[src/rtl/obstacle_spawner_pkg.sv]
`default_nettype none
// +--------------------------------------------------------------------+
// | obstacle_spawner_pkg: shared game types and lane-to-x mapping.     |
// | Rev 1.0                                                            |
// +--------------------------------------------------------------------+
package obstacle_spawner_pkg;

    localparam int LANE_BITS = 4;
    localparam int X_BITS    = 10;
    localparam int SCREEN_W  = 640;

    typedef logic [LANE_BITS-1:0] lane_t;
    typedef logic [X_BITS-1:0]    xpos_t;

    // Also used by the collision stage; result wraps at X_BITS.
    function automatic xpos_t lane_to_x(input lane_t lane, input xpos_t x_min, input xpos_t lane_w);
        xpos_t lane_ext;
        lane_ext = xpos_t'(lane);
        return x_min + lane_ext * lane_w;
    endfunction

endpackage
`default_nettype wire

[src/rtl/obstacle_spawner_if.sv]
`default_nettype none
// +--------------------------------------------------------------------+
// | obstacle_spawner_if: valid/ready spawn-request channel.            |
// | Rev 1.0                                                            |
// +--------------------------------------------------------------------+
interface obstacle_spawner_if;
    import obstacle_spawner_pkg::*;

    logic  obs_valid;
    logic  obs_ready;
    lane_t obs_lane;
    xpos_t obs_x;

    modport master (output obs_valid, output obs_lane, output obs_x, input obs_ready);
    modport slave  (input obs_valid, input obs_lane, input obs_x, output obs_ready);

endinterface
`default_nettype wire

[src/rtl/obstacle_spawner_spawn_fifo.sv]
`default_nettype none
// +--------------------------------------------------------------------+
// | obstacle_spawner_spawn_fifo: lane FIFO; a push while full is kept  |
// | when a pop happens on the same edge. Rev 1.0                       |
// +--------------------------------------------------------------------+
module obstacle_spawner_spawn_fifo
    import obstacle_spawner_pkg::*;
#(
    parameter int DEPTH = 4
) (
    input  wire logic                 clk,
    input  wire logic                 reset_n,
    input  wire logic                 push_i,
    input  wire logic                 pop_i,
    input  wire lane_t                data_i,
    output lane_t                     data_o,
    output logic [$clog2(DEPTH):0]    count_o,
    output logic                      empty_o,
    output logic                      drop_o
);

    localparam int                PW     = $clog2(DEPTH);
    localparam logic [PW:0]       c_FULL = (PW+1)'(DEPTH);

    lane_t         mem_q [DEPTH];
    logic [PW-1:0] wr_ptr_q;
    logic [PW-1:0] rd_ptr_q;
    logic [PW:0]   count_q;

    logic          w_full;
    logic          w_empty;
    logic          w_pop;
    logic          w_push;
    logic [PW-1:0] w_head_idx;

    assign w_full  = (count_q == c_FULL);
    assign w_empty = (count_q == '0);
    assign w_pop   = pop_i & ~w_empty;
    assign w_push  = push_i & (~w_full | w_pop);

    // When empty, the slot behind rd_ptr still holds the last popped entry.
    assign w_head_idx = w_empty ? (rd_ptr_q - PW'(1)) : rd_ptr_q;

    assign data_o  = mem_q[w_head_idx];
    assign count_o = count_q;
    assign empty_o = w_empty;
    assign drop_o  = push_i & ~w_push;

    always_ff @(posedge clk or negedge reset_n) begin
        if (!reset_n) begin
            wr_ptr_q <= '0;
            rd_ptr_q <= '0;
            count_q  <= '0;
            for (int i = 0; i < DEPTH; i++) begin
                mem_q[i] <= '0;
            end
        end else begin
            if (w_push) begin
                mem_q[wr_ptr_q] <= data_i;
                wr_ptr_q        <= wr_ptr_q + PW'(1);
            end
            if (w_pop) begin
                rd_ptr_q <= rd_ptr_q + PW'(1);
            end
            if (w_push && !w_pop) begin
                count_q <= count_q + (PW+1)'(1);
            end else if (w_pop && !w_push) begin
                count_q <= count_q - (PW+1)'(1);
            end
        end
    end

endmodule
`default_nettype wire

[src/rtl/obstacle_spawner.sv]
`default_nettype none
// +--------------------------------------------------------------------+
// | obstacle_spawner: periodic random-lane spawn requests to the game. |
// | Rev 1.0                                                            |
// +--------------------------------------------------------------------+
module obstacle_spawner
    import obstacle_spawner_pkg::*;
#(
    parameter int    SPAWN_PERIOD = 8,
    parameter int    FIFO_DEPTH   = 4,
    parameter xpos_t X_MIN        = 10'd16,
    parameter xpos_t LANE_W       = 10'd36
) (
    input  wire logic            clk,
    input  wire logic            reset_n,
    input  wire logic            enable_i,
    input  wire logic            frame_tick_i,
    input  wire lane_t           rand_in_i,
    obstacle_spawner_if.master   obs_if,
    output logic [3:0]           fifo_count_o,
    output logic                 overflow_o
);

    localparam logic [7:0] c_PERIOD_LAST = 8'(SPAWN_PERIOD - 1);

    logic [7:0] period_q;
    logic [7:0] period_d;
    lane_t      rand_q;
    lane_t      last_lane_q;
    logic       overflow_q;

    logic       w_tick;
    logic       w_spawn;
    lane_t      w_lane;
    lane_t      w_head;
    logic       w_empty;
    logic       w_drop;
    logic [$clog2(FIFO_DEPTH):0] w_count;

    assign w_tick  = enable_i & frame_tick_i;
    assign w_spawn = w_tick & (period_q == c_PERIOD_LAST);

    // Never repeat the previous lane back to back.
    assign w_lane = (rand_q == last_lane_q) ? lane_t'(rand_q + 4'd1) : rand_q;

    always_comb begin
        period_d = period_q;
        if (w_tick) begin
            period_d = w_spawn ? 8'd0 : period_q + 8'd1;
        end
    end

    always_ff @(posedge clk or negedge reset_n) begin
        if (!reset_n) begin
            period_q    <= '0;
            rand_q      <= '0;
            last_lane_q <= 4'd15;
            overflow_q  <= 1'b0;
        end else begin
            period_q <= period_d;
            rand_q   <= rand_in_i;
            if (w_spawn) begin
                last_lane_q <= w_lane;
            end
            if (w_drop) begin
                overflow_q <= 1'b1;
            end
        end
    end

    obstacle_spawner_spawn_fifo #(
        .DEPTH   (FIFO_DEPTH)
    ) u_fifo (
        .clk     (clk),
        .reset_n (reset_n),
        .push_i  (w_spawn),
        .pop_i   (obs_if.obs_ready),
        .data_i  (w_lane),
        .data_o  (w_head),
        .count_o (w_count),
        .empty_o (w_empty),
        .drop_o  (w_drop)
    );

    assign obs_if.obs_valid = ~w_empty;
    assign obs_if.obs_lane  = w_head;
    assign obs_if.obs_x     = lane_to_x(w_head, X_MIN, LANE_W);
    assign fifo_count_o     = 4'(w_count);
    assign overflow_o       = overflow_q;

endmodule
`default_nettype wire

[src/flat_wrapper.sv]
// flat-port wrapper written by rule: the top's interface ports become plain ports
module obstacle_spawner_flat import obstacle_spawner_pkg::*;
#(
    parameter int    SPAWN_PERIOD = 8,
    parameter int    FIFO_DEPTH   = 4,
    parameter xpos_t X_MIN        = 10'd16,
    parameter xpos_t LANE_W       = 10'd36
)
  (clk, reset_n, enable_i, frame_tick_i, rand_in_i, fifo_count_o, overflow_o, obs_if_obs_valid, obs_if_obs_lane, obs_if_obs_x, obs_if_obs_ready);
  obstacle_spawner_if obs_if_i ();
  input  wire logic clk;
  input  wire logic reset_n;
  input  wire logic enable_i;
  input  wire logic frame_tick_i;
  input  wire lane_t rand_in_i;
  output logic [3:0] fifo_count_o;
  output logic overflow_o;
  output wire logic [$bits(obs_if_i.obs_valid)-1:0] obs_if_obs_valid;
  output wire logic [$bits(obs_if_i.obs_lane)-1:0] obs_if_obs_lane;
  output wire logic [$bits(obs_if_i.obs_x)-1:0] obs_if_obs_x;
  input wire logic [$bits(obs_if_i.obs_ready)-1:0] obs_if_obs_ready;
  assign obs_if_obs_valid = obs_if_i.obs_valid;
  assign obs_if_obs_lane = obs_if_i.obs_lane;
  assign obs_if_obs_x = obs_if_i.obs_x;
  assign obs_if_i.obs_ready = obs_if_obs_ready;
  obstacle_spawner #(.SPAWN_PERIOD(SPAWN_PERIOD), .FIFO_DEPTH(FIFO_DEPTH), .X_MIN(X_MIN), .LANE_W(LANE_W)) u_core (.clk(clk), .reset_n(reset_n), .enable_i(enable_i), .frame_tick_i(frame_tick_i), .rand_in_i(rand_in_i), .obs_if(obs_if_i), .fifo_count_o(fifo_count_o), .overflow_o(overflow_o));
endmodule
[config.mk]
export PLATFORM = sky130hd
export DESIGN_NAME = obstacle_spawner_flat
export DESIGN_NICKNAME = d
export VERILOG_FILES = /design/src/rtl/obstacle_spawner_pkg.sv /design/src/rtl/obstacle_spawner_if.sv /design/src/rtl/obstacle_spawner_spawn_fifo.sv /design/src/rtl/obstacle_spawner.sv /design/src/flat_wrapper.sv
export SDC_FILE = /design/constraint.sdc
export NUM_CORES = 1
export LEC_CHECK = 0
export BUFFER_PORTS_ARGS = -buffer_cell sky130_fd_sc_hd__buf_2
export CAP_MARGIN = 25
export CORE_MARGIN = 1.5
export CORE_UTILIZATION = 49
export CTS_BUF_LIST = sky130_fd_sc_hd__clkbuf_4 sky130_fd_sc_hd__clkbuf_8
export CTS_CLUSTER_SIZE = 8
export DETAILED_ROUTE_END_ITERATION = 16
export MAX_ROUTING_LAYER = met4
export PLACE_DENSITY_LB_ADDON = 0.08
export SETUP_SLACK_MARGIN = 0.2
export SLEW_MARGIN = 5
export SYNTH_ARGS = -nofsm -noshare
export SYNTH_HDL_FRONTEND = slang
export SYNTH_SLANG_ARGS = --single-unit
[constraint.sdc]
create_clock -name clk -period 5.95 [get_ports clk]
set_clock_uncertainty 0.2 [all_clocks]
set_input_delay 0 -clock clk [delete_from_list [all_inputs] [get_ports clk]]
set_output_delay 0 -clock clk [all_outputs]
set_load 0.05 [all_outputs]
Word-level counts from Yosys, hierarchy flattened
Cells that the tools add are included.
W data, S select, Z words.
{"block": "word_totals", "ff_bits": 40, "input_bits": 9, "output_inout_bits": 20, "elab_cells": 55}
{"block": "classes", "addsub": 8, "multipliers": 1, "order_cmp": 3, "n_eq_ne": 3, "muxes": 11, "bitwise": 11, "n_reduce_logical": 7}
{"cell": "$bwmux W16", "n": 1}
{"cell": "$mux W4", "n": 4}
{"cell": "$add A5 B10 Y10 const A", "n": 1}
{"cell": "$add A8 B1 Y8 const B", "n": 1}
{"cell": "$bmux W4 S2", "n": 1}
{"cell": "$demux W4 S2", "n": 1}
{"cell": "$eq A8 B3 Y1 const B", "n": 1}
{"cell": "$mul A4 B4 Y8 const B", "n": 1}
{"cell": "$mux W8", "n": 1}
{"cell": "$ge A3 B3 Y1 const B", "n": 2}
{"cell": "$mux W3", "n": 2}
{"cell": "$not A2 Y3", "n": 2}
{"cell": "$and A1 B1 Y1", "n": 5}
{"cell": "$add A2 B1 Y2 const B", "n": 2}
{"cell": "$add A4 B1 Y4 const B", "n": 1}
{"cell": "$eq A4 B4 Y1", "n": 1}
{"cell": "$add A3 B1 Y3 const B", "n": 1}
{"cell": "$eq A3 B3 Y1 const B", "n": 1}
{"cell": "$logic_and A1 B1 Y1", "n": 3}
{"cell": "$logic_not A3 Y1", "n": 1}
{"cell": "$lt A3 B1 Y1 const B", "n": 1}
{"cell": "$not A1 Y1", "n": 3}
{"cell": "$sub A3 B1 Y3 const B", "n": 1}
{"cell": "$logic_not A1 Y1", "n": 2}
{"cell": "other kinds (4)", "n": 4}

Longest topological paths before layout
Gate-level depths: netlist (run 1).
{"block": "logic_depth", "word_depth": 9, "ltp_mapped": 14, "depth_no_buf": 13}

Modules after synthesis
Synthesis (run 1) repeated with hierarchy kept, for this count alone.
{"block": "unflattened", "cells_unflattened": 205, "area_unflattened_um2": 2309.7}
{"module": "obstacle_spawner_spawn_fifo", "n_inst": 1, "cells_each": 112, "area_each_um2": 1286.2, "seq_area_each_um2": 575.6}
{"module": "obstacle_spawner", "n_inst": 1, "cells_each": 93, "area_each_um2": 1023.5, "seq_area_each_um2": 430.4}

Worst setup path after synthesis (run 1)
No wires, ideal clock.
{"block": "synth_path", "kind": "register to output", "start": "register u_core.u_fifo.count_q[0], in the netlist u_core.u_fifo.count_o[0]", "end": "output obs_if_obs_x[9]", "t_arrival_ns": 5.466, "required_time_ns": 5.750, "slack_ns": 0.284, "path_stages_with_launch": 14, "n_path_buf": 1, "path_cell_list": "dfrtp_1 > nor3_2 > inv_1 > buf_2 > nand3_1 > o21ai_0 > a21oi_1 > inv_1 > ha_1 > nand4_1 > nand2b_1 > o2111ai_1 > o31ai_1 > nor4_1"}
{"block": "synth_between", "elab_chain_len": 8}
{"element": "from (decl)", "line": "obstacle_spawner_spawn_fifo.sv:28", "source": "logic [PW:0] count_q;"}
{"element": "from (signal assigned)", "line": "obstacle_spawner_spawn_fifo.sv:66", "source": "count_q <= count_q + (PW+1)'(1);"}
{"element": "from (signal assigned)", "line": "obstacle_spawner_spawn_fifo.sv:68", "source": "count_q <= count_q - (PW+1)'(1);"}
{"element": "$logic_not A3 Y1", "line": "obstacle_spawner_spawn_fifo.sv:37", "source": "assign w_empty = (count_q == '0);"}
{"element": "$mux W2", "line": "obstacle_spawner_spawn_fifo.sv:42", "source": "assign w_head_idx = w_empty ? (rd_ptr_q - PW'(1)) : rd_ptr_q;"}
{"element": "$not A2 Y3 (implied by the code)", "line": "obstacle_spawner_spawn_fifo.sv:44", "source": "assign data_o = mem_q[w_head_idx];"}
{"element": "$bmux W4 S2", "line": "obstacle_spawner_spawn_fifo.sv:44"}
{"element": "$mux W4 (implied by the code) (2 in a row)", "line": "obstacle_spawner_spawn_fifo.sv:44"}
{"element": "net obs_if_obs_lane[2]", "line": "flat_wrapper.sv:19", "source": "output wire logic [$bits(obs_if_i.obs_lane)-1:0] obs_if_obs_lane;"}
{"element": "$mul A4 B4 Y8", "line": "obstacle_spawner_pkg.sv:19", "source": "return x_min + lane_ext * lane_w;"}
{"element": "$add A5 B10 Y10", "line": "obstacle_spawner_pkg.sv:19"}
{"element": "to (decl)", "line": "flat_wrapper.sv:20", "source": "output wire logic [$bits(obs_if_i.obs_x)-1:0] obs_if_obs_x;"}
The timed path passes the listed nets, and every way through them passes these cells. The select of a mux whose other input is x is not followed.

Worst setup path in the final report (run 1)
{"block": "layout_path", "start": "register u_core.u_fifo.count_q[1], in the netlist u_core.u_fifo.count_o[1]", "end": "output obs_if_obs_x[9]"}
{"block": "layout_between", "elab_chain_len": 8}
{"element": "$logic_not A3 Y1", "line": "obstacle_spawner_spawn_fifo.sv:37"}
{"element": "$mux W2", "line": "obstacle_spawner_spawn_fifo.sv:42"}
{"element": "$not A2 Y3 (implied by the code)", "line": "obstacle_spawner_spawn_fifo.sv:44"}
{"element": "$bmux W4 S2", "line": "obstacle_spawner_spawn_fifo.sv:44"}
{"element": "$mux W4 (implied by the code) (2 in a row)", "line": "obstacle_spawner_spawn_fifo.sv:44"}
{"element": "$mul A4 B4 Y8", "line": "obstacle_spawner_pkg.sv:19"}
{"element": "$add A5 B10 Y10", "line": "obstacle_spawner_pkg.sv:19"}
No other way between the ends. The select of a mux whose other input is x is not followed.

==> results of run 1 <==
[cell usage in the layout, fill, tap and decap left out, types with 5 or more instances in the layout]
cell type	synthesis	final
dfrtp_1	36	36
inv_1	9	9
ha_1	11	11
mux2_2	23	23
mux2i_1	5	5
xor2_1	10	10
dlygate4sd3_1	0	10
nand4_1	5	5
buf_2	2	25
nand3_1	8	8
xnor2_1	15	15
nand2_1	18	18
clkbuf_8	0	5
nor2_1	5	5
[logic make-up after synthesis]
kind of cell | Yosys count | share of synthesized area
other cells | 1 | 0.001681
simple gates | 51 | 0.1256
compound gates | 17 | 0.05104
flops | 40 | 0.4509
mux | 31 | 0.1638
xor+xnor | 25 | 0.09815
buf+inv | 17 | 0.03814
fa+ha+maj | 12 | 0.07067
[final cells by class]
class                      instances  area (um2)  area share
multi-input combinational        139        1147      0.4471
inverter                           9       33.78     0.01316
tap                               52       65.06     0.02535
timing repair buffer              35       225.2     0.08776
sequential                        40        1006      0.3920
clock buffer                       6       76.32     0.02974
clock inverter                     2       12.51    0.004876
[registers in the layout (all words and copies together), names as in the netlist]
| signal | count |
|---|---|
| u_core.overflow_o | 1 |
| u_core.u_fifo.count_o | 3 |
| u_core.u_fifo.rd_ptr_q | 2 |
| u_core.u_fifo.mem_q | 16 |
| u_core.u_fifo.wr_ptr_q | 2 |
| u_core.period_q | 8 |
| u_core.rand_q | 4 |
| u_core.last_lane_q | 4 |
[synth_stat cells (2+ instances only)]
cell,instances,area share
a21o_1,3,0.010
a21oi_1,2,0.0045
a221oi_1,2,0.0079
a31oi_1,3,0.0084
buf_2,2,0.0045
buf_4,5,0.017
dfrtp_1,36,0.40
dfstp_2,4,0.047
ha_1,11,0.062
inv_1,9,0.015
mux2_2,23,0.12
mux2i_1,5,0.022
mux4_2,2,0.020
nand2_1,18,0.030
nand3_1,8,0.018
nand4_1,5,0.014
nor2_1,5,0.0084
nor3_2,2,0.0090
nor4_1,4,0.011
o21ai_0,4,0.0090
xnor2_1,15,0.059
xor2_1,10,0.039
[path summary, 6_finish.rpt]
path,from,to,slack [ns],depth (start not counted)
worst min register to register,u_core.overflow_o,u_core.overflow_o,0.25,1
worst min-delay path,reset_n,u_core.u_fifo.count_o[2],0.15,2
min in group clk,rand_in_i[3],u_core.rand_q[3],0.15,2
worst max-delay path,u_core.u_fifo.count_o[1],obs_if_obs_x[9],1.75,14
worst max register to register,u_core.period_q[6],u_core.u_fifo.count_o[2],3.09,8
max in group asynchronous,reset_n,u_core.period_q[0],4.84,2
[stage by stage]
| step | instances | utilization | power, mW | setup WS [ns] | area [um2] |
|---|---|---|---|---|---|
| 6_report | 283 | 0.5894 | 0.9610 | 1.745 | 2566 |
| 5_1_grt | 283 | 0.5894 | 1.017 | 1.486 | 2566 |
| 4_1_cts | 283 | 0.5894 | 0.9676 | 1.751 | 2566 |
| 3_5_place_dp | 265 | 0.5460 | 0.7755 | 2.090 | 2377 |
| 3_3_place_gp | 265 | 0.5460 | 0.7626 | 2.251 | 2377 |
| 2_1_floorplan | 196 | - | 0.6944 | 0.2841 | 2238 |
[per-layer routing]
layer	part of all wire	up-vias	global-route usage	wire, um
li1	-	759	-	-
met1	0.45	746	0.2105	1838
met2	0.49	35	0.3061	1980
met3	0.035	10	0.04618	142
met4	0.022	0	0.08547	90
met5	0	-	-	0
[power groups by stage]
| stage | Combinational, mW | Sequential (mW) | Clock [mW] |
|---|---|---|---|
| floorplan | 0.310 | 0.385 | 0 |
| global placement | 0.391 | 0.372 | 0 |
| detailed placement | 0.399 | 0.377 | 0 |
| CTS | 0.410 | 0.371 | 0.187 |
| global route | 0.438 | 0.380 | 0.199 |
| finish | 0.408 | 0.372 | 0.180 |
[critical path: cells and delay by family (launching register included)]
kind	cells	cell delay, ns
AOI/OAI and AO/OA	5	0.86
buffers and inverters	2	0.58
and+or+nand+nor	4	0.98
adders and majority gates	3	0.81
DFF	1	0.46
[what timing repair did]
action                    4_1_cts  5_1_grt
hold buffers                   10        0
setup buffers                   0        0
hold endpoints to repair       47        0
resized for setup               0        0
==> metrics.md, run 1 <==
| Metric | Value |
|---|---|
| Starting DRT DRC Count | `26` |
| CP max stage delay | `~0.46 ns` |
| Worst path arrival time | `approximately 4 ns` |
| Mapped Avg Cell Area | `11.50 um2` |
| DR WL/cell | `between 10 and 15 um` |
| Total Routed Length | `4052 um` |
| Root Buffer | `clkbuf_8` |
| RSZ-0062 raised after global routing | `no` |
| CP Class | `flip-flop to primary output` |
| Top-Level Pins | `29` |
| Mapped Area | `~2200 um2` |
| Max-slew violations | `0` |
| Measured slew at the worst slew-check pin | `roughly 0.86 ns` |
| Crit end category | `primary output` |
| Vias in the first global route | `~1600` |
| Clock network power share | `0.188` |
| Row Count | `24` |
| Post-synthesis async set-or-reset flop share | `1.000` |
| Critical path, cell by cell | `nor3_2 > inv_1 > a221oi_1 > a31oi_1 > a21o_1 > ha_1 > ha_1 > ha_1 > nand4_1 > nand2b_1 > o2111ai_1 > o31ai_1 > nor4_1 > buf_2` |
| Switching power of the nets | `436.9 uW` |
| Startpoint types | `flip-flop` |
| Die area | `4967 um2` |
| Distinct cells, synth | `38` |
| Final period util | `0.7067` |
| Diode count | `0` |
| First-pass GRT wire length | `just under 7000 um` |
| Layout Nets | `between 200 and 300` |
| Hold crit path type | `input pin to async pin` |
| Part of the power in registers | `0.388` |
| VDD IR max | `roughly 0.00017 V` |
| Max-Cap Viols | `0` |
| CTS tree | `done` |
| Min Tclk post-route | `about 4.2 ns` |
| Initial core utilization | `0.5124` |
| Comb pwr share | `0.425` |
| First-pass detailed-route iteration total | `4` |
| Sum Neg Setup Slack | `0 ns` |
| Slowest CP cell | `dfrtp_1` |
| Antenna violations before repair | `0` |
| Sequential area share after synthesis | `0.4509` |
| Largest net degree at the start of global routing | `41` |
| TritonCTS Sinks | `40` |
| Final Hold Viols | `0` |
| Die Wd | `70.48 um` |
| Area growth from synthesis to layout | `15.03%` |
| Cell count after synthesis | `a little under 200` |
| Layout cells sized above 1 | `0.2900` |
| Hpwl dp | `2963 um` |
| Switching part of the total | `0.4547` |
| PwrDens | `374.5 nW/um2` |
| Top FF cell, synth | `dfrtp_1` |
| Number of buffers created by CTS | `5` |
| Max Freq | `~0.24 GHz` |
| Static Leak | `1.241 nW` |
| Status | `finished, final reports clean` |
| Max Buffers Root-to-Sink | `2` |
| Int Power | `between 500 and 600 uW` |
| RePlAce Congestion | `0.9248` |
| Grt ovf | `0` |
| Post-DRT Antenna Nets | `0` |
| Headroom to the max-slew limit | `0.4237` |
| Synth warn | `0` |
| Crit-path max FO | `11` |
| Die Ht | `~70 um` |
| Number of synthesized flops with an enable pin | `0` |
| GRT Overall Usage | `0.1850` |
| Most used cell, CP | `ha_1` |
| H-tree levels | `2` |
| #FFs+latches synth | `40` |
| Clock edge transition at the registers on the reported setup and hold paths | `~0.07 ns` |
| Fill cell total of the finished layout | `about 380` |
| Via/cell ratio | `approximately 5.5` |
| Worst hold margin | `0.1513 ns` |
| Via count | `about 1600` |
| Clk Latency, worst-skew pair | `about 0.29 ns` |
| Critical path required time | `between 5 and 6 ns` |
| Port Buffers | `25` |
| # setup viols final | `0` |
| Total core area | `between 4000 and 5000 um2` |
| Residual DRC count | `0` |
Note: power is estimated with default switching activity, not from simulation.
==> run 2: changes to the inputs <==
clock period = 3.6 ns   (was 5.95 ns; I/O delays follow)
==> run 2 against run 1 <==
Net effect:
- wire length grew 9.3%
- combinational power grew 130%
- highest routed layer unchanged
- sequential power grew 60%
- die area is the same
==> metrics.md, run 2 (synthesis results as in run 1) <==
| Metric | Value |
|---|---|
| Via/cell ratio | `5.497 (was 5.477)` |
| Switching power of the nets | `810.2 uW (was 436.9 uW)` |
| CP max stage delay | `0.48 ns (was 0.46 ns)` |
| H-tree levels | `2 (unchanged)` |
| # setup viols final | `0 (unchanged)` |
| Multi-input gate area | `1294 um2 (was 1147 um2)` |
| Most common cell after layout, fill and taps aside | `dfrtp_1 (unchanged)` |
| CP bufs+invs | `3 (was 2)` |
| VDD IR max | `0.0002458 V (was 0.0001705 V)` |
| Grt ovf | `0 (unchanged)` |
| FF/Latch Area | `1012 um2 (was 1006 um2)` |
| Status | `finished, final reports clean (unchanged)` |
| Reg2reg start | `u_core.period_q[6] (unchanged)` |
| Max Buffers Root-to-Sink | `2 (unchanged)` |
| Initial core utilization | `0.5124 (unchanged)` |
| Die area | `4967 um2 (unchanged)` |
| Vias in the first global route | `1703 (was 1604)` |
| Top-Level Pins | `29 (unchanged)` |
| Worst hold margin | `0.1513 ns (about the same)` |
| Diode count | `0 (unchanged)` |
| Max Freq | `between 0.2 and 0.3 GHz` |
| PwrDens | `645.0 nW/um2 (was 374.5 nW/um2)` |
| Static Leak | `1.327 nW (was 1.241 nW)` |
| Final period util | `0.9837` |
| Total core area | `4354 um2 (unchanged)` |
| Starting DRT DRC Count | `43 (was 26)` |
| Via count | `1616 (was 1550)` |
| Worst reg2reg path endpoint | `u_core.u_fifo.count_o[2] (unchanged)` |
| Total Routed Length | `4428 um (was 4052 um)` |
| Crit-path max FO | `5 (was 11)` |
| Root Buffer | `clkbuf_8 (unchanged)` |
| RSZ-0062 raised after global routing | `yes (was no)` |
| DR WL/cell | `15.06 um (was 14.32 um)` |
| Slowest CP cell | `nor4_1 (was dfrtp_1)` |
| Hpwl dp | `3224 um (was 2963 um)` |
| Max-Cap Viols | `0 (unchanged)` |
| Port Buffers | `25 (unchanged)` |
| WP depth | `14 (unchanged)` |
| Most frequent cells in the layout | `dfrtp_1, mux2_2, buf_2 (was dfrtp_1, buf_2, mux2_2)` |
| Startpoint types | `flip-flop (unchanged)` |
| Critical path, cell by cell | `buf_4 > nor4_1 > a221oi_1 > a31oi_1 > a21o_2 > ha_2 > ha_4 > ha_4 > inv_1 > nor2_1 > mux2i_1 > o31ai_2 > nor4_4 > buf_6 (was nor3_2 > inv_1 > a221oi_1 > a31oi_1 > a21o_1 > ha_1 > ha_1 > ha_1 > nand4_1 > nand2b_1 > o2111ai_1 > o31ai_1 > nor4_1 > buf_2)` |
| Final Hold Viols | `0 (unchanged)` |
| Total power | `1.824 mW (was 961.0 uW)` |
| Comb pwr share | `0.515 (was 0.425)` |
| Die Wd | `70.48 um (unchanged)` |
| Layout Nets | `262 (was 251)` |
| Layout Utilization | `0.6494 (was 0.5894)` |
| Residual DRC count | `0 (unchanged)` |
| R2R cell count | `8 (unchanged)` |
| Max reg flops | `16 (unchanged)` |
| Part of the power in registers | `0.326 (was 0.388)` |
| Max-slew violations | `0 (unchanged)` |
| Clock edge transition at the registers on the reported setup and hold paths | `0.08 ns (was 0.07 ns)` |
| Worst path arrival time | `3.34 ns (was 4.00 ns)` |
| First-pass detailed-route iteration total | `4 (unchanged)` |
| Fill cell total of the finished layout | `352 (was 376)` |
| CP endpoint | `obs_if_obs_x[9] (unchanged)` |
| First-pass GRT wire length | `7810 um (was 6934 um)` |
| Crit end category | `primary output (unchanged)` |
| CP Class | `flip-flop to primary output (unchanged)` |
| Measured slew at the worst slew-check pin | `0.8664 ns (was 0.8645 ns)` |
| Die Ht | `70.48 um (unchanged)` |
| RePlAce Congestion | `0.9342 (was 0.9248)` |
| Clock network power share | `0.160 (was 0.188)` |
| Depth of the worst hold-timing path | `2` |
| Hold crit path type | `input pin to flip-flop (was input pin to async pin)` |
| GRT Overall Usage | `0.2084 (was 0.1850)` |
| Clk Latency, worst-skew pair | `0.28 ns (was 0.29 ns)` |
| Number of buffers created by CTS | `5 (unchanged)` |
| CTS tree | `done (unchanged)` |
| Switching part of the total | `0.4442 (was 0.4547)` |
| Crit path launch | `u_core.u_fifo.count_o[2] (was u_core.u_fifo.count_o[1])` |
| Largest net degree at the start of global routing | `41 (unchanged)` |
| Antenna violations before repair | `0 (unchanged)` |
| Headroom to the max-slew limit | `0.4224 (was 0.4237)` |
| Flop-to-flop setup slack | `0.74 ns (was 3.09 ns)` |
| Row Count | `24 (unchanged)` |
| Regs by FF count | `u_core.u_fifo.mem_q (16), u_core.period_q (8) (unchanged)` |
| TritonCTS Sinks | `40 (unchanged)` |
| Int Power | `1.014 mW (was 524.1 uW)` |
| Min Tclk post-route | `3.541 ns` |
| Cell family with most CP delay | `compound AO/OA/AOI/OAI gates (was simple AND/OR/NAND/NOR gates)` |
| Area growth from synthesis to layout | `26.75% (was 15.03%)` |
| Post-DRT Antenna Nets | `0 (unchanged)` |
| Most used cell, CP | `ha_4 (was ha_1)` |
| Top reg by flops | `u_core.u_fifo.mem_q (unchanged)` |
| Layout cells sized above 1 | `0.4132 (was 0.2900)` |
| Critical path required time | `3.40 ns (was 5.75 ns)` |
-- run 2: cell type report --
cell class | count | share of cell area
multi-input cells | 139 | 0.4575
inverters | 9 | 0.01327
clock inverters | 2 | 0.004425
flip-flops and latches | 40 | 0.3580
well taps | 52 | 0.02301
repair buffers | 46 | 0.1168
clock buffers | 6 | 0.02699
-- run 2: power by group through the flow --
stage                     clock network (mW)  registers (mW)  logic, mW
after floorplan                            0           0.652      0.612
after global placement                     0           0.605      0.803
after detailed placement                   0           0.610      0.823
after CTS                              0.304           0.590      0.939
after global routing                   0.326           0.606       1.01
final                                  0.291           0.594      0.939
-- run 2: timing repair --
item | 4_1_cts | 5_1_grt
endpoints found under the hold margin | 46 | 0
resized for setup | 8 | 2
pin swaps | 2 | 0
setup endpoints to repair | 3 | 2
setup buffers | 8 | 0
hold buffers | 9 | 0
-- run 2: worst min path at each step --
stage | to | start | slack (ns)
2_1_floorplan | u_core.overflow_o | reset_n | -0.50
3_3_place_gp | u_core.rand_q[0] | rand_in_i[0] | -0.09
3_5_place_dp | u_core.rand_q[0] | rand_in_i[0] | -0.09
4_1_cts | u_core.rand_q[0] | rand_in_i[0] | 0.14
5_1_grt | u_core.rand_q[1] | rand_in_i[1] | 0.14
6_report | u_core.rand_q[3] | rand_in_i[3] | 0.15
-- run 2: routing by layer --
layer | track usage | wire, um | up-vias
met4 | 0.08120 | 114 | 0
met5 | - | 0 | -
met2 | 0.3585 | 2306 | 34
met1 | 0.2355 | 1858 | 795
met3 | 0.04618 | 148 | 12
li1 | - | - | 775
-- run 2: stage by stage --
step	instances	setup slack (ns)	setup TNS (ns)	cell area [um2]
floorplan	196	-0.2157	-0.2816	2370
global placement	269	0.1459	0	2524
detailed placement	269	0.06858	0	2524
CTS	294	0.07485	0	2814
global route	294	-0.07727	-0.07727	2828
finish	294	0.05882	0	2828
-- run 2: worst register-to-register path, cell delays in order, from the launching register on --
cell     delay [ns]
dfrtp_1        0.41
or4_4          0.57
nor4_4         0.42
ha_1           0.30
inv_1          0.06
fa_1           0.38
xor2_1         0.18
nor2_1         0.11
xor2_1         0.16
==> run 3: changes to the inputs <==
ABC_AREA = 0   (was not set)
MAX_ROUTING_LAYER = not set   (was met4)
TNS_END_PERCENT = 5   (was not set)
==> run 3 against run 2 <==
Net effect:
- utilization is 1.1 points higher
- clock-buffer cell count stayed put
- fmax is 0.50% lower
- largest cell class unchanged
- highest routed layer unchanged
==> metrics.md, run 3 (synthesis results as in run 1) <==
| Metric | Value |
|---|---|
| Vias in the first global route | `1738 (was 1703)` |
| Depth of the worst hold-timing path | `2 (unchanged)` |
| Static Leak | `1.353 nW (was 1.327 nW)` |
| Top-Level Pins | `29 (unchanged)` |
| Die Wd | `70.48 um (unchanged)` |
| Regs by FF count | `u_core.u_fifo.mem_q (16), u_core.period_q (8) (unchanged)` |
| Cell family with most CP delay | `simple AND/OR/NAND/NOR gates (was compound AO/OA/AOI/OAI gates)` |
| Max Buffers Root-to-Sink | `2 (unchanged)` |
| Layout Nets | `267 (was 262)` |
| Final period util | `0.9886 (was 0.9837)` |
| CP bufs+invs | `2 (was 3)` |
| Max reg flops | `16 (unchanged)` |
| Initial core utilization | `0.5124 (unchanged)` |
| Post-DRT Antenna Nets | `0 (unchanged)` |
| RSZ-0062 raised after global routing | `yes (unchanged)` |
| CP max stage delay | `0.58 ns (was 0.48 ns)` |
| Most frequent cells in the layout | `dfrtp_1, mux2_2, buf_2 (unchanged)` |
| WP depth | `13 (was 14)` |
| Total core area | `4354 um2 (unchanged)` |
| Worst hold margin | `0.1507 ns (was 0.1513 ns)` |
| Clk Latency, worst-skew pair | `0.30 ns (was 0.28 ns)` |
| R2R cell count | `10 (was 8)` |
| Startpoint types | `flip-flop (unchanged)` |
| Root Buffer | `clkbuf_8 (unchanged)` |
| Placed insts | `269 (unchanged)` |
| Starting DRT DRC Count | `46 (was 43)` |
| Layout Utilization | `0.6609 (was 0.6494)` |
| Max Freq | `0.2810 GHz (was 0.2824 GHz)` |
| Via count | `1630 (was 1616)` |
| Headroom to the max-slew limit | `0.4111 (was 0.4224)` |
| Area growth from synthesis to layout | `29.00% (was 26.75%)` |
| Die area | `4967 um2 (unchanged)` |
| Via/cell ratio | `5.452 (was 5.497)` |
| Clock network power share | `0.166 (was 0.160)` |
| Top reg by flops | `u_core.u_fifo.mem_q (unchanged)` |
| Flop-to-flop setup slack | `0.70 ns (was 0.74 ns)` |
| CTS tree | `done (unchanged)` |
| Row Count | `24 (unchanged)` |
| First-pass detailed-route iteration total | `4 (unchanged)` |
| Diode count | `0 (unchanged)` |
| Residual DRC count | `0 (unchanged)` |
| RePlAce Congestion | `0.9204 (was 0.9342)` |
| Die Ht | `70.48 um (unchanged)` |
| Worst reg2reg path endpoint | `u_core.u_fifo.count_o[2] (unchanged)` |
| Critical path, cell by cell | `nor3_4 > buf_6 > xnor2_4 > mux4_2 > ha_4 > ha_4 > ha_4 > nand4_1 > nand2b_4 > o2111ai_2 > o31ai_2 > nor4_4 > buf_6 (was buf_4 > nor4_1 > a221oi_1 > a31oi_1 > a21o_2 > ha_2 > ha_4 > ha_4 > inv_1 > nor2_1 > mux2i_1 > o31ai_2 > nor4_4 > buf_6)` |
| DR WL/cell | `15.03 um (was 15.06 um)` |
| Max-slew violations | `0 (unchanged)` |
| Critical path required time | `3.40 ns (about the same)` |
| Crit-path max FO | `5 (unchanged)` |
| Max-Cap Viols | `0 (unchanged)` |
| Reg2reg start | `u_core.u_fifo.count_o[2] (was u_core.period_q[6])` |
| Post-Layout Cell Count | `299 (was 294)` |
| Crit end category | `primary output (unchanged)` |
| Status | `finished, final reports clean (unchanged)` |
| Switching part of the total | `0.4399 (was 0.4442)` |
| H-tree levels | `2 (unchanged)` |
| Place WS | `0.06209 ns (was 0.06858 ns)` |
| Most common cell after layout, fill and taps aside | `dfrtp_1 (unchanged)` |
| Final Hold Viols | `0 (unchanged)` |
| Crit path launch | `u_core.u_fifo.count_o[0] (was u_core.u_fifo.count_o[2])` |
| Comb pwr share | `0.519 (was 0.515)` |
| Int Power | `1.064 mW (was 1.014 mW)` |
| First-pass GRT wire length | `7921 um (was 7810 um)` |
| Number of buffers created by CTS | `5 (unchanged)` |
| Clock edge transition at the registers on the reported setup and hold paths | `0.08 ns (about the same)` |
| Most used cell, CP | `ha_4 (unchanged)` |
| Layout cells sized above 1 | `0.4332 (was 0.4132)` |
| CP Class | `flip-flop to primary output (unchanged)` |
| CP endpoint | `obs_if_obs_x[9] (unchanged)` |
| HP Start | `rand_in_i[0] (was rand_in_i[3])` |
| Hpwl dp | `3146 um (was 3224 um)` |
| Largest net degree at the start of global routing | `41 (unchanged)` |
| Hold crit path type | `input pin to flip-flop (unchanged)` |
| Slowest CP cell | `mux4_2 (was nor4_1)` |
| Multi-input gate area | `1299 um2 (was 1294 um2)` |
| Switching power of the nets | `835.2 uW (was 810.2 uW)` |
| Total Routed Length | `4495 um (was 4428 um)` |
| Fill cell total of the finished layout | `322 (was 352)` |
| VDD IR max | `0.0003114 V (was 0.0002458 V)` |
| Worst path arrival time | `3.36 ns (was 3.34 ns)` |
| FF/Latch Area | `1013 um2 (was 1012 um2)` |
| Fin worst setup slack | `0.04104 ns (was 0.05882 ns)` |
| Measured slew at the worst slew-check pin | `0.8833 ns (was 0.8664 ns)` |
| # setup viols final | `0 (unchanged)` |
| Antenna violations before repair | `0 (unchanged)` |
| PwrDens | `659.8 nW/um2 (was 645.0 nW/um2)` |
| Grt ovf | `0 (unchanged)` |
| Min Tclk post-route | `3.559 ns (was 3.541 ns)` |
| Part of the power in registers | `0.315 (was 0.326)` |
| TritonCTS Sinks | `40 (unchanged)` |
| GRT Overall Usage | `0.2033 (was 0.2084)` |
| Port Buffers | `25 (unchanged)` |
==> run 3: cell types whose count changed in the layout (fill, tap and decap cells not counted), sizes merged <==
cell,delta
buf,+5
clkinvlp,+1
clkinv,-1
==> run 3: how the worst min path moves through the flow <==
stage                     slack, ns                 to
final                          0.15   u_core.rand_q[0]
after global routing           0.15   u_core.rand_q[2]
after CTS                      0.13   u_core.rand_q[2]
after detailed placement      -0.09   u_core.rand_q[2]
after global placement        -0.09   u_core.rand_q[2]
after floorplan               -0.50  u_core.overflow_o
==> run 3: power groups by stage <==
stage	Clock (mW)	Combinational, mW	Sequential (mW)
5_1_grt	0.342	1.05	0.611
4_1_cts	0.328	0.963	0.595
3_3_place_gp	0	0.784	0.611
2_1_floorplan	0	0.603	0.652
3_5_place_dp	0	0.808	0.614
6_report	0.315	0.985	0.599
==> run 3: what timing repair did <==
item,CTS,global route
setup endpoints to repair,3,3
setup buffers,12,1
resized for setup,12,7
hold buffers,9,0
pin swaps,2,2
hold endpoints to repair,47,0
==> run 3: cell type report <==
class                   count  share of cell area
multi-input cells         139              0.4513
flip-flops and latches     40              0.3522
repair buffers             51              0.1270
clock buffers               6             0.02870
well taps                  52             0.02261
inverters                   9             0.01304
clock inverters             2            0.005217
==> run 3: routing by layer <==
metal / track usage / vias up / share of wire
met3: 0.04185 / 8 / 0.026
met2: 0.3491 / 36 / 0.51
met4: 0.09615 / 0 / 0.022
met5: 0 / - / 0
li1: - / 780 / -
met1: 0.2422 / 806 / 0.44
==> run 3: stage by stage <==
stage / power, mW / TNS (ns) / cell area [um2]
after floorplan: 1.255 / -0.2816 / 2351
after global placement: 1.394 / 0 / 2505
after detailed placement: 1.423 / 0 / 2505
after CTS: 1.885 / 0 / 2850
after global routing: 2.004 / -0.1028 / 2878
final: 1.899 / 0 / 2878
==> run 3: worst register-to-register path: cells and delay by family (launching register included) <==
family	cells	cell delay, ns
simple gates	3	0.81
fa+ha+maj	2	0.68
flops	1	0.43
xor+xnor	2	0.35
buf+inv	3	0.34
